`src/rtl/ram_arbiter_pkg.sv`:
```
// ram_arbiter_pkg: shared bus widths, arbiter state encodings and index-width helper.
package ram_arbiter_pkg;

    localparam int DATA_W      = 32;
    localparam int DATA_ADDR_W = 32;

    typedef enum logic [1:0] {
        ARB_IDLE    = 2'd0,
        ARB_BUSY    = 2'd1,
        ARB_RELEASE = 2'd2
    } arb_state_t;

    function automatic int idx_w(input int n);
        return (n > 1) ? $clog2(n) : 1;
    endfunction

endpackage

```
`src/rtl/ram_arbiter_rr_picker.sv`:
```
// rr_picker: combinational round-robin pick, first requester after last_grant wins.
module rr_picker
    import ram_arbiter_pkg::*;
#(
    parameter int N_CORES = 4,
    localparam int IW = idx_w(N_CORES)
) (
    input  logic [N_CORES-1:0] req,
    input  logic [IW-1:0]      last_grant,
    output logic [N_CORES-1:0] grant,
    output logic [IW-1:0]      grant_idx,
    output logic               any
);

    logic [IW-1:0] cand;

    always_comb begin
        grant     = '0;
        grant_idx = '0;
        any       = 1'b0;
        cand      = '0;
        for (int i = 1; i <= N_CORES; i++) begin
            cand = IW'((int'(last_grant) + i) % N_CORES);
            if (!any && req[cand]) begin
                any         = 1'b1;
                grant[cand] = 1'b1;
                grant_idx   = cand;
            end
        end
    end

endmodule

```
`src/rtl/ram_arbiter.sv`:
```
// ram_arbiter: round-robin whole-burst sharing of one RAM port among N_CORES caches,
// broadcasting atomic write-back words to the other caches as snoop updates.
module ram_arbiter
    import ram_arbiter_pkg::*;
#(
    parameter int N_CORES = 4
) (
    input  logic                           clk,
    input  logic                           rst,
    input  logic [N_CORES-1:0]             req_read,
    input  logic [N_CORES-1:0]             req_write,
    input  logic [N_CORES-1:0]             req_atomic,
    input  logic [N_CORES*DATA_ADDR_W-1:0] req_addr,
    input  logic [N_CORES*DATA_W-1:0]      req_data_w,
    output logic [N_CORES-1:0]             arbiter_permit,
    output logic [N_CORES-1:0]             core_wait,
    output logic [DATA_W-1:0]              core_data_r,
    output logic [N_CORES-1:0]             snoop_valid,
    output logic [DATA_ADDR_W-1:0]         snoop_addr,
    output logic                           mem_read,
    output logic                           mem_write,
    output logic [DATA_ADDR_W-1:0]         mem_addr,
    output logic [DATA_W-1:0]              mem_data_w,
    input  logic                           mem_wait,
    input  logic [DATA_W-1:0]              mem_data_r,
    output logic [4:0]                     beat_count
);

    localparam int IW  = idx_w(N_CORES);
    localparam int AOW = $clog2(N_CORES * DATA_ADDR_W);
    localparam int DOW = $clog2(N_CORES * DATA_W);

    arb_state_t state, state_nx;

    logic [IW-1:0]      owner, last_grant, pick_idx;
    logic [N_CORES-1:0] req, pick, owner_mask;
    logic               pick_any, busy, o_rd, o_wr, o_at, snoop;
    logic [AOW-1:0]     a_off;
    logic [DOW-1:0]     d_off;

    assign req = req_read | req_write;

    rr_picker #(.N_CORES(N_CORES)) u_picker (
        .req        (req),
        .last_grant (last_grant),
        .grant      (pick),
        .grant_idx  (pick_idx),
        .any        (pick_any)
    );

    always_ff @(posedge clk) begin
        if (rst) begin
            state          <= ARB_IDLE;
            owner          <= '0;
            last_grant     <= IW'(N_CORES - 1);
            arbiter_permit <= '0;
            beat_count     <= '0;
        end else begin
            state <= state_nx;
            if (state == ARB_IDLE && pick_any) begin
                owner      <= pick_idx;
                last_grant <= pick_idx;
            end
            arbiter_permit <= (state == ARB_IDLE) ? pick :
                              (state_nx == ARB_BUSY) ? arbiter_permit : '0;
            beat_count     <= (state == ARB_RELEASE) ? '0 :
                              beat_count + 5'(busy && (mem_read || mem_write) && !mem_wait);
        end
    end

    // Everything RAM- and cache-facing is combinational from the registered owner,
    // so a burst sees no extra latency once granted.
    always_comb begin
        busy        = (state == ARB_BUSY);
        owner_mask  = N_CORES'(1) << owner;
        o_rd        = req_read[owner];
        o_wr        = req_write[owner];
        o_at        = req_atomic[owner];
        a_off       = AOW'(owner) * AOW'(DATA_ADDR_W);
        d_off       = DOW'(owner) * DOW'(DATA_W);
        mem_write   = busy && o_wr;
        mem_read    = busy && o_rd && !o_wr;
        mem_addr    = req_addr[a_off +: DATA_ADDR_W];
        mem_data_w  = req_data_w[d_off +: DATA_W];
        snoop       = busy && o_wr && o_at && !mem_wait;
        snoop_valid = snoop ? ~owner_mask : '0;
        snoop_addr  = mem_addr;
        core_data_r = snoop ? mem_data_w : mem_data_r;
        core_wait   = (busy && !mem_wait) ? ~owner_mask : '1;
        state_nx    = ARB_IDLE;
        case (state)
            ARB_IDLE: state_nx = pick_any ? ARB_BUSY : ARB_IDLE;
            ARB_BUSY: state_nx = (o_rd || o_wr) ? ARB_BUSY : ARB_RELEASE;
            default:  state_nx = ARB_IDLE;
        endcase
    end

endmodule
```
`config.mk`:
```
export PLATFORM = sky130hd
export DESIGN_NAME = ram_arbiter
export DESIGN_NICKNAME = d
export VERILOG_FILES = /design/src/rtl/ram_arbiter_pkg.sv /design/src/rtl/ram_arbiter_rr_picker.sv /design/src/rtl/ram_arbiter.sv
export SDC_FILE = /design/constraint.sdc
export NUM_CORES = 1
export LEC_CHECK = 0
export CAP_MARGIN = 20
export CORE_AREA = 2 2 175 177
export CTS_CLUSTER_SIZE = 16
export DETAILED_ROUTE_END_ITERATION = 6
export DIE_AREA = 0 0 177 179
export HOLD_SLACK_MARGIN = 0.02
export PLACE_DENSITY_LB_ADDON = 0.15
export REMOVE_ABC_BUFFERS = 1
export SYNTH_ARGS = -nofsm -noshare
export SYNTH_HDL_FRONTEND = slang
export SYNTH_SLANG_ARGS = --single-unit
```
`constraint.sdc`:
```
create_clock -name clk -period 5.1 [get_ports clk]
set_input_delay 0.51 -clock clk [delete_from_list [all_inputs] [get_ports clk]]
set_output_delay 0.51 -clock clk [all_outputs]
set_load 0.005 [all_outputs]
```
==> impl_metrics.ini, run 1 <==
[status]
status = completed

[routing]
wire_per_inst_um = 26.17
dr.first_iter.drc_count = 178
wl_um = 29180
first_pass_iters = 4
drc = 0
num_vias = 4660
final_antenna_net_count = 0
via_per_inst = 4.179

[timing]
fin_crit_ns = 3.960
hold_violations = 0
relSlewSlack_pct = 41.15
tns_ns = 0
whs_ns = 0.5231
rsz0062_at_grt = false
finalSetupViolCount = 0
fin_crit_sh_pct = 77.65
slew_violations = 0
fmax_mhz = 252.5
fin_skew_ns = 0.001932
worstMarginPinSlew_ns = 0.8752

[power]
power.leakage_uw = 0.002848
powerDensity_mw_per_mm2 = 336.8
peakVddDrop_mv = 0.1534
p_total_uw = 2789

[synth]
yosysTopAreaCell = mux4_2
yosysUniqueCellTypes = 47
yosysWarningCount = 0
syn_area_per_cell_um2 = 11.14
synth_seq_cells = 15
synth.top_cell.area_share_pct = 44.92
ys_top_cells_by_area = mux4_2, mux2_2, dfxtp_1
syn_area_mm2 = 0.003510
syn_inst = 315
synth-seq-area-share_pct = 8.556

[global_routing]
antenna_found_initial = 15
grt_pass1_wl_um = 37210
gr-total-overflow = 0
grt_use_total_pct = 16.91
grt_max_degree = 46
grt_pass1_vias = 4726

[worst_setup_path]
path_class = in -> out
crit_start = req_write[3]
start_kind = primary input
crit_buf_inv = 3
endpoint_kind = output pin
critPathArrivalTime_ns = 3.45
critPathMaxStageDelay_ns = 0.61
path_common_cell = clkdlybuf4s50_1
worstPathRequired_ns = 4.59
critPathTopFamily = buffers and inverters
r2r_start = last_grant[0]$_SDFFE_PP1P_
crit_chain = clkdlybuf4s50_1 -> mux4_2 -> nand3_2 -> buf_4 -> mux2_2 -> clkdlybuf4s50_1
slowest_stage = mux4_2
path_max_fanout = 21

[floorplan]
die_area_mm2 = 0.03168
die_y_um = 179
placeableCoreArea_mm2 = 0.03003
io_pins = 450
placementRows = 64
initial_core_util_pct = 11.69
die_w_um = 177

[place]
dp.cells = 1105
hpwlAfterDp_um = 26050
port_buffers = 449
globalplace.congestion = 0.8721

[clock_network]
ctsLongestPathBuffers = 2
clk-insertion-delay-late_ns = 0.25
cts_buffers = 3
htreeDepth = 1
root_buffer = clkbuf_16
cts_tree = done
cts.sinks = 15
cts_hold_buf = 0
clkTransAtPathRegs_ns = 0.05
postCtsSetupBuffers = 0
post_cts_resized = 0

[layout]
nFillCells = 3173
final_nets = 1027
area_growth_pct = 136.0
drive_gt1_share_pct = 16.97
layout.cells.non_filler = 1115

[min_path]
hold_start = beat_count[4]$_SDFF_PP0_
hp-class = reg -> reg

[flow_run]
max_cap_viol_count = 0
[report_power, final]
part	total, µW	internal (µW)	switching [µW]
sequential	285	149	136
clock	153	105	48.6
combinational	2350	1410	943
[metrics by stage]
step	util, %	worst slack [ns]	cell area, µm²
after global routing	27.54	1.069	8269
after CTS	27.53	1.177	8267
after detailed placement	27.26	1.173	8187
after global placement	27.26	1.250	8187
after floorplan	-	-0.3222	3147
final	27.58	1.140	8282
[worst register-to-register path, cell delays in order, from the launching register on]
cell	delay [ns]
dfxtp_1	0.75
inv_1	0.36
ha_1	0.72
nor3b_1	0.30
o211ai_1	0.15
o21ai_0	0.49
and3_1	0.27
o311a_1	0.17
[final cells by class]
type                            instances  area (µm²)  share of cell area, %
Clock inverter                          1       5.005                0.06043
Antenna cell                            6       15.01                 0.1813
Timing Repair Buffer                  454        4532                  54.72
Inverter                                3       11.26                 0.1360
Tap cell                              396       495.5                  5.983
Multi-Input combinational cell        237        2840                  34.30
Sequential cell                        15       307.8                  3.717
Clock buffer                            3       75.07                 0.9065
[path summary, 6_finish.rpt]
kind	to	slack, ns	cells after the start
setup reg to reg	arbiter_permit[0]$_SDFFE_PP0P_	1.82	7
hold reg to reg	beat_count[4]$_SDFF_PP0_	0.52	2
setup / recovery	core_data_r[21]	1.14	6
hold / removal	beat_count[4]$_SDFF_PP0_	0.52	2
[kinds of logic (layout without fill, tap and decap cells)]
logic type                 count (synthesis)  count (layout)  share of synthesized area, %
AOI/OAI and AO/OA                         44              44                         9.198
adders and majority gates                 10              10                         3.565
muxes                                    103             103                         55.51
DFF                                       15              15                         8.556
and+or+nand+nor                           77              77                         11.76
xor gates and xnor gates                   3               3                        0.7488
other                                      0               6                             0
buffers and inverters                     63             461                         10.66
[routing by layer]
layer	track usage, %	up-vias	share of wire, %
met2	27.66	314	47
li1	-	2071	-
met3	7.422	18	13
met5	0	-	0.20
met4	1.377	10	0.51
met1	21.33	2247	39
[state kept, by name, summed over array words and instances, names as in the netlist]
signal,flops
owner,2
beat_count,5
arbiter_permit,4
last_grant,2
state,2
[placed cells by master, fill, tap and decap left out, drive strengths merged, types with 2 or more instances in the layout]
cell           count
clkdlybuf4s50    449
mux4              70
mux2              33
nand2             16
nor2              15
dfxtp             15
ha                10
nor3               9
a21oi              8
and3               8
o21ai              7
diode              6
nor3b              5
a21boi             5
buf                5
nand3              5
or2                5
a221o              4
o311a              4
and2               3
inv                3
clkbuf             3
nor2b              3
nor4bb             2
nor4               2
o211ai             2
o311ai             2
a31oi              2
xor2               2
[cell usage after synthesis (all sizes together)]
library cell	count
and2	3
nor4b	1
o311a	4
nor3	9
xor2	2
buf	41
nor4bb	2
dfxtp	15
nand2	16
nand2b	1
a21o	1
a22oi	1
ha	10
nor2b	3
or2	5
a221o	4
a21boi	5
a311o	1
mux4	70
inv	3
and3	8
nor2	15
a31o	1
a211o	1
nor4	2
o21ai	7
o311ai	2
clkbuf	19
o211ai	2
nand3	5
a31oi	2
or4	1
o221ai	1
o2111ai	1
nor3b	5
nand3b	1
a32o	1
xnor2	1
o21bai	1
o31ai	1
mux2	33
a21oi	8
No activity file was read; power rests on OpenSTA's default activity.
==> inputs of run 2 (changes only) <==
- CORE_AREA: 2 2 175 177 -> 2 2 176 178
- DIE_AREA: 0 0 177 179 -> 0 0 178 180
- clock period: 5.1 -> 3.2 ns (I/O delays scaled with it)
==> run 2 against run 1 <==
  * Global-route usage is 0.45 points higher
  * Combinational power is 64% higher
  * Power is 60% higher
  * Sequential power rose by 23%
  * Core utilization is 0.20 points higher
  * Die area up 1.1%
  * Clock power increased by 63%
  * Sequential share of layout area is essentially flat
  * Cell area rose by 1.3%
  * Flip-flop and latch count is the same
  * Largest cell class unchanged
  * Largest power group unchanged
==> impl_metrics.ini, run 2 (synthesized netlist as in run 1, its figures left out) <==
[status]
status = completed

[layout]
final_nets = 1039
fin_area_mm2 = 0.008386
reg_top3 = beat_count x5, arbiter_permit x4
final_common_cell = clkdlybuf4s50_1
area_growth_pct = 138.9
final_cell_mix = clkdlybuf4s50_1, mux4_2, mux2_2
regMostFlops = beat_count
nFillCells = 3138
utilization_pct = 27.78
largest_reg_flops = 5
drive_gt1_share_pct = 18.34

[timing]
relSlewSlack_pct = 67.94
whs_ns = 0.5163
fmax_mhz = 342.4
tns_ns = 0
worstMarginPinSlew_ns = 0.4809
rsz0062_at_grt = false
fin_crit_ns = 2.921
finalSetupViolCount = 0
fin_crit_sh_pct = 91.28
hold_violations = 0
fin_skew_ns = 0.004939
slew_violations = 0

[clock_network]
root_buffer = clkbuf_16
cts_buffers = 3
clkTransAtPathRegs_ns = 0.05
postCtsSetupBuffers = 0
cts_tree = done
post_cts_resized = 0
clk-insertion-delay-late_ns = 0.25
cts_hold_buf = 0
cts.sinks = 15
ctsLongestPathBuffers = 2
htreeDepth = 1

[routing]
dr.first_iter.drc_count = 225
final_antenna_net_count = 0
wl_um = 29180
first_pass_iters = 4
num_vias = 4754
drc = 0
wire_per_inst_um = 25.89
via_per_inst = 4.218

[worst_setup_path]
critPathTopFamily = buffers and inverters
path_common_cell = clkdlybuf4s50_1
slowest_stage = mux4_2
crit_chain = clkdlybuf4s50_1 -> mux4_2 -> nand3_2 -> buf_12 -> mux2_2 -> clkdlybuf4s50_1
path_class = in -> out
endpoint_kind = output pin
critPathArrivalTime_ns = 2.60
crit_buf_inv = 3
start_kind = primary input
worstPathRequired_ns = 2.88
critPathMaxStageDelay_ns = 0.57
path_max_fanout = 35

[power]
powerDensity_mw_per_mm2 = 531.5
clkPwrFrac_pct = 5.6
p_int_uw = 2713
swShare_pct = 39.12
p_seq_share_pct = 7.9
power.leakage_uw = 0.002916
peakVddDrop_mv = 0.2219
p_switching_uw = 1744
p_comb_share_pct = 86.5

[global_routing]
gr-total-overflow = 0
antenna_found_initial = 18
grt_pass1_vias = 5018
grt_max_degree = 36
grt_use_total_pct = 17.36
grt_pass1_wl_um = 39180

[floorplan]
die_w_um = 178
initial_core_util_pct = 11.63
placeableCoreArea_mm2 = 0.03019
placementRows = 64
io_pins = 450
die_y_um = 180
die_area_mm2 = 0.03204

[place]
dpl_cell_area_mm2 = 0.008289
globalplace.congestion = 0.8944
port_buffers = 449
hpwlAfterDp_um = 26030

[min_path]
hp-class = reg -> reg

[flow_run]
max_cap_viol_count = 0
-- run 2: cell types whose count changed in the layout (fill, tap and decap cells not counted) --
cell | before | now
buf_12 | 0 | 1
buf_4 | 5 | 16
inv_4 | 0 | 1
clkinv_2 | 1 | 0
-- run 2: layout make-up --
class | instances | area (µm²) | area share (%)
antenna | 6 | 15.01 | 0.1791
multi-input combinational | 237 | 2840 | 33.87
timing repair buffer | 466 | 4634 | 55.27
clock inverter | 1 | 6.256 | 0.07460
tap | 396 | 495.5 | 5.909
sequential | 15 | 307.8 | 3.671
clock buffer | 3 | 75.07 | 0.8953
inverter | 3 | 11.26 | 0.1343
-- run 2: layer usage --
| metal | vias to the layer above | wire (µm) | part of all wire (%) | GRT usage (%) |
|---|---|---|---|---|
| li1 | 2089 | - | - | - |
| met4 | 20 | 137 | 0.47 | 1.377 |
| met3 | 30 | 4176 | 14 | 9.539 |
| met2 | 316 | 13410 | 46 | 28.54 |
| met1 | 2299 | 11330 | 39 | 20.57 |
| met5 | - | 126 | 0.43 | 0 |
-- run 2: power by group through the flow --
stage,clock [µW],combinational (µW),sequential [µW]
floorplan,0,1420,526
global placement,0,3890,362
detailed placement,0,3890,363
CTS,257,3920,360
global route,263,4140,366
finish,250,3860,350
-- run 2: final timing paths --
path                                     to                        from  cells after the start  slack (ns)
max                          core_data_r[7]                req_write[1]                      6        0.28
min                beat_count[4]$_SDFF_PP0_    beat_count[4]$_SDFF_PP0_                      2        0.52
max reg2reg  arbiter_permit[0]$_SDFFE_PP0P_  last_grant[0]$_SDFFE_PP1P_                      6        0.71
min reg2reg        beat_count[4]$_SDFF_PP0_    beat_count[4]$_SDFF_PP0_                      2        0.52
-- run 2: worst min-delay path, stage by stage (launching register included) --
cell and delay, ns:
dfxtp_1 0.34, xor2_1 0.07, nor2_1 0.07
-- run 2: per-stage QoR --
| stage | cells | setup WS (ns) | power (µW) |
|---|---|---|---|
| finish | 1127 | 0.2791 | 4457 |
| detailed placement | 1117 | 0.2672 | 4251 |
| global route | 1122 | 0.1217 | 4769 |
| floorplan | 255 | -2.032 | 1941 |
| CTS | 1121 | 0.2598 | 4536 |
| global placement | 1117 | 0.3237 | 4251 |
==> inputs of run 3 (changes only) <==
- CORE_AREA: 2 2 176 178 -> 5 5 174 176
- CTS_CLUSTER_SIZE: 16 -> default
- DIE_AREA: 0 0 178 180 -> 0 0 179 181
==> run 3 against run 2 <==
  * Clock power decreased by 2%
  * Sequential share of layout area about the same
  * Worst hold slack improved by 0.013 ns
  * Combinational power increased by 2%
  * Global-route usage increased by 0.95 points
  * Wire length increased by 9.0%
  * Critical path type unchanged
==> impl_metrics.ini, run 3 (synthesized netlist as in run 1, its figures left out) <==
[worst_setup_path]
path_common_cell = clkdlybuf4s50_1
critPathMaxStageDelay_ns = 0.59
endpoint_kind = output pin
start_kind = primary input
path_class = in -> out
critPathTopFamily = buffers and inverters
path_max_fanout = 34
slowest_stage = mux4_2
crit_buf_inv = 3
critPathArrivalTime_ns = 2.66
worstPathRequired_ns = 2.88
crit_chain = clkdlybuf4s50_1 -> mux4_2 -> nand3_2 -> buf_12 -> mux2_2 -> clkdlybuf4s50_1

[place]
dp.cells = 1102
hpwlAfterDp_um = 28580
port_buffers = 449
globalplace.congestion = 0.9351

[floorplan]
placementRows = 62
die_w_um = 179
die_area_mm2 = 0.03240
initial_core_util_pct = 12.33
placeableCoreArea_mm2 = 0.02847
die_y_um = 181
io_pins = 450

[power]
peakVddDrop_mv = 0.2570
power.leakage_uw = 0.002903
powerDensity_mw_per_mm2 = 537.9

[global_routing]
antenna_found_initial = 20
grt_use_total_pct = 18.31
grt_max_degree = 42
gr-total-overflow = 0
grt_pass1_wl_um = 42180
grt_pass1_vias = 5146

[timing]
fin_crit_ns = 2.985
relSlewSlack_pct = 68.00
slew_violations = 0
hold_violations = 0
fmax_mhz = 335.0
fin_crit_sh_pct = 93.27
fin_skew_ns = 0.001147
tns_ns = 0
rsz0062_at_grt = false
worstMarginPinSlew_ns = 0.4795
finalSetupViolCount = 0

[layout]
final_cell_mix = clkdlybuf4s50_1, mux4_2, mux2_2
utilization_pct = 29.45
layout.cells.non_filler = 1117
largest_reg_flops = 5
final_nets = 1036
nFillCells = 2955
multi_input_area_mm2 = 0.002840
seq_area_um2 = 307.8
regMostFlops = beat_count
drive_gt1_share_pct = 17.87
reg_top3 = beat_count x5, arbiter_permit x4
area_growth_pct = 138.9
final_common_cell = clkdlybuf4s50_1

[clock_network]
cts_buffers = 3
clkTransAtPathRegs_ns = 0.05
postCtsSetupBuffers = 0
htreeDepth = 1
cts_hold_buf = 0
ctsLongestPathBuffers = 2
clk-insertion-delay-late_ns = 0.24
post_cts_resized = 0
root_buffer = clkbuf_16
cts.sinks = 15
cts_tree = done

[routing]
final_antenna_net_count = 0
wire_per_inst_um = 28.47
drc = 0
via_per_inst = 4.257
first_pass_iters = 4
num_vias = 4755
dr.first_iter.drc_count = 206
wl_um = 31800

[status]
status = completed

[flow_run]
max_cap_viol_count = 0

[min_path]
hp-class = reg -> reg
==> run 3: metrics by stage <==
stage          hold WS, ns  area, µm²  total power, µW  setup slack [ns]
2_1_floorplan       0.3891       3147             1941            -2.032
3_3_place_gp        0.5126       8277             4330            0.2909
3_5_place_dp        0.5210       8277             4322            0.2262
4_1_cts             0.5384       8356             4599            0.2209
5_1_grt             0.6036       8361             4798            0.1297
6_report            0.5291       8383             4509            0.2152
==> run 3: final timing paths <==
path	from	end	slack [ns]	depth (start not counted)
min reg2reg	beat_count[4]$_SDFF_PP0_	beat_count[4]$_SDFF_PP0_	0.53	2
max	req_write[2]	core_data_r[18]	0.22	6
min	beat_count[4]$_SDFF_PP0_	beat_count[4]$_SDFF_PP0_	0.53	2
max reg2reg	last_grant[0]$_SDFFE_PP1P_	arbiter_permit[2]$_SDFFE_PP0P_	0.71	6
==> run 3: routing by layer <==
| layer | GRT usage [%] | share of wire [%] | up-vias |
|---|---|---|---|
| li1 | - | - | 2100 |
| met1 | 21.31 | 37 | 2312 |
| met2 | 31.53 | 48 | 303 |
| met3 | 9.239 | 14 | 24 |
| met4 | 1.197 | 0.39 | 16 |
| met5 | 0 | 0.33 | - |
==> run 3: where the power goes <==
part           total (µW)  switching (µW)  internal (µW)
logic                3950            1630           2320
registers             311            72.8            238
clock network         244            75.1            169
==> run 3: cell type report <==
cell class / instances / share of cell area, %
sequential: 15 / 3.672
antenna: 11 / 0.3284
multi-input combinational: 237 / 33.88
timing repair buffer: 463 / 55.31
inverter: 3 / 0.1343
clock buffer: 4 / 0.9403
tap: 384 / 5.731
==> run 3: worst reg2reg max path, stage by stage, from the launching register on <==
cell and delay (ns):
dfxtp_1 0.33, inv_1 0.18, ha_1 0.62, buf_4 0.22
mux2_2 0.38, a221o_1 0.32, o311a_1 0.33
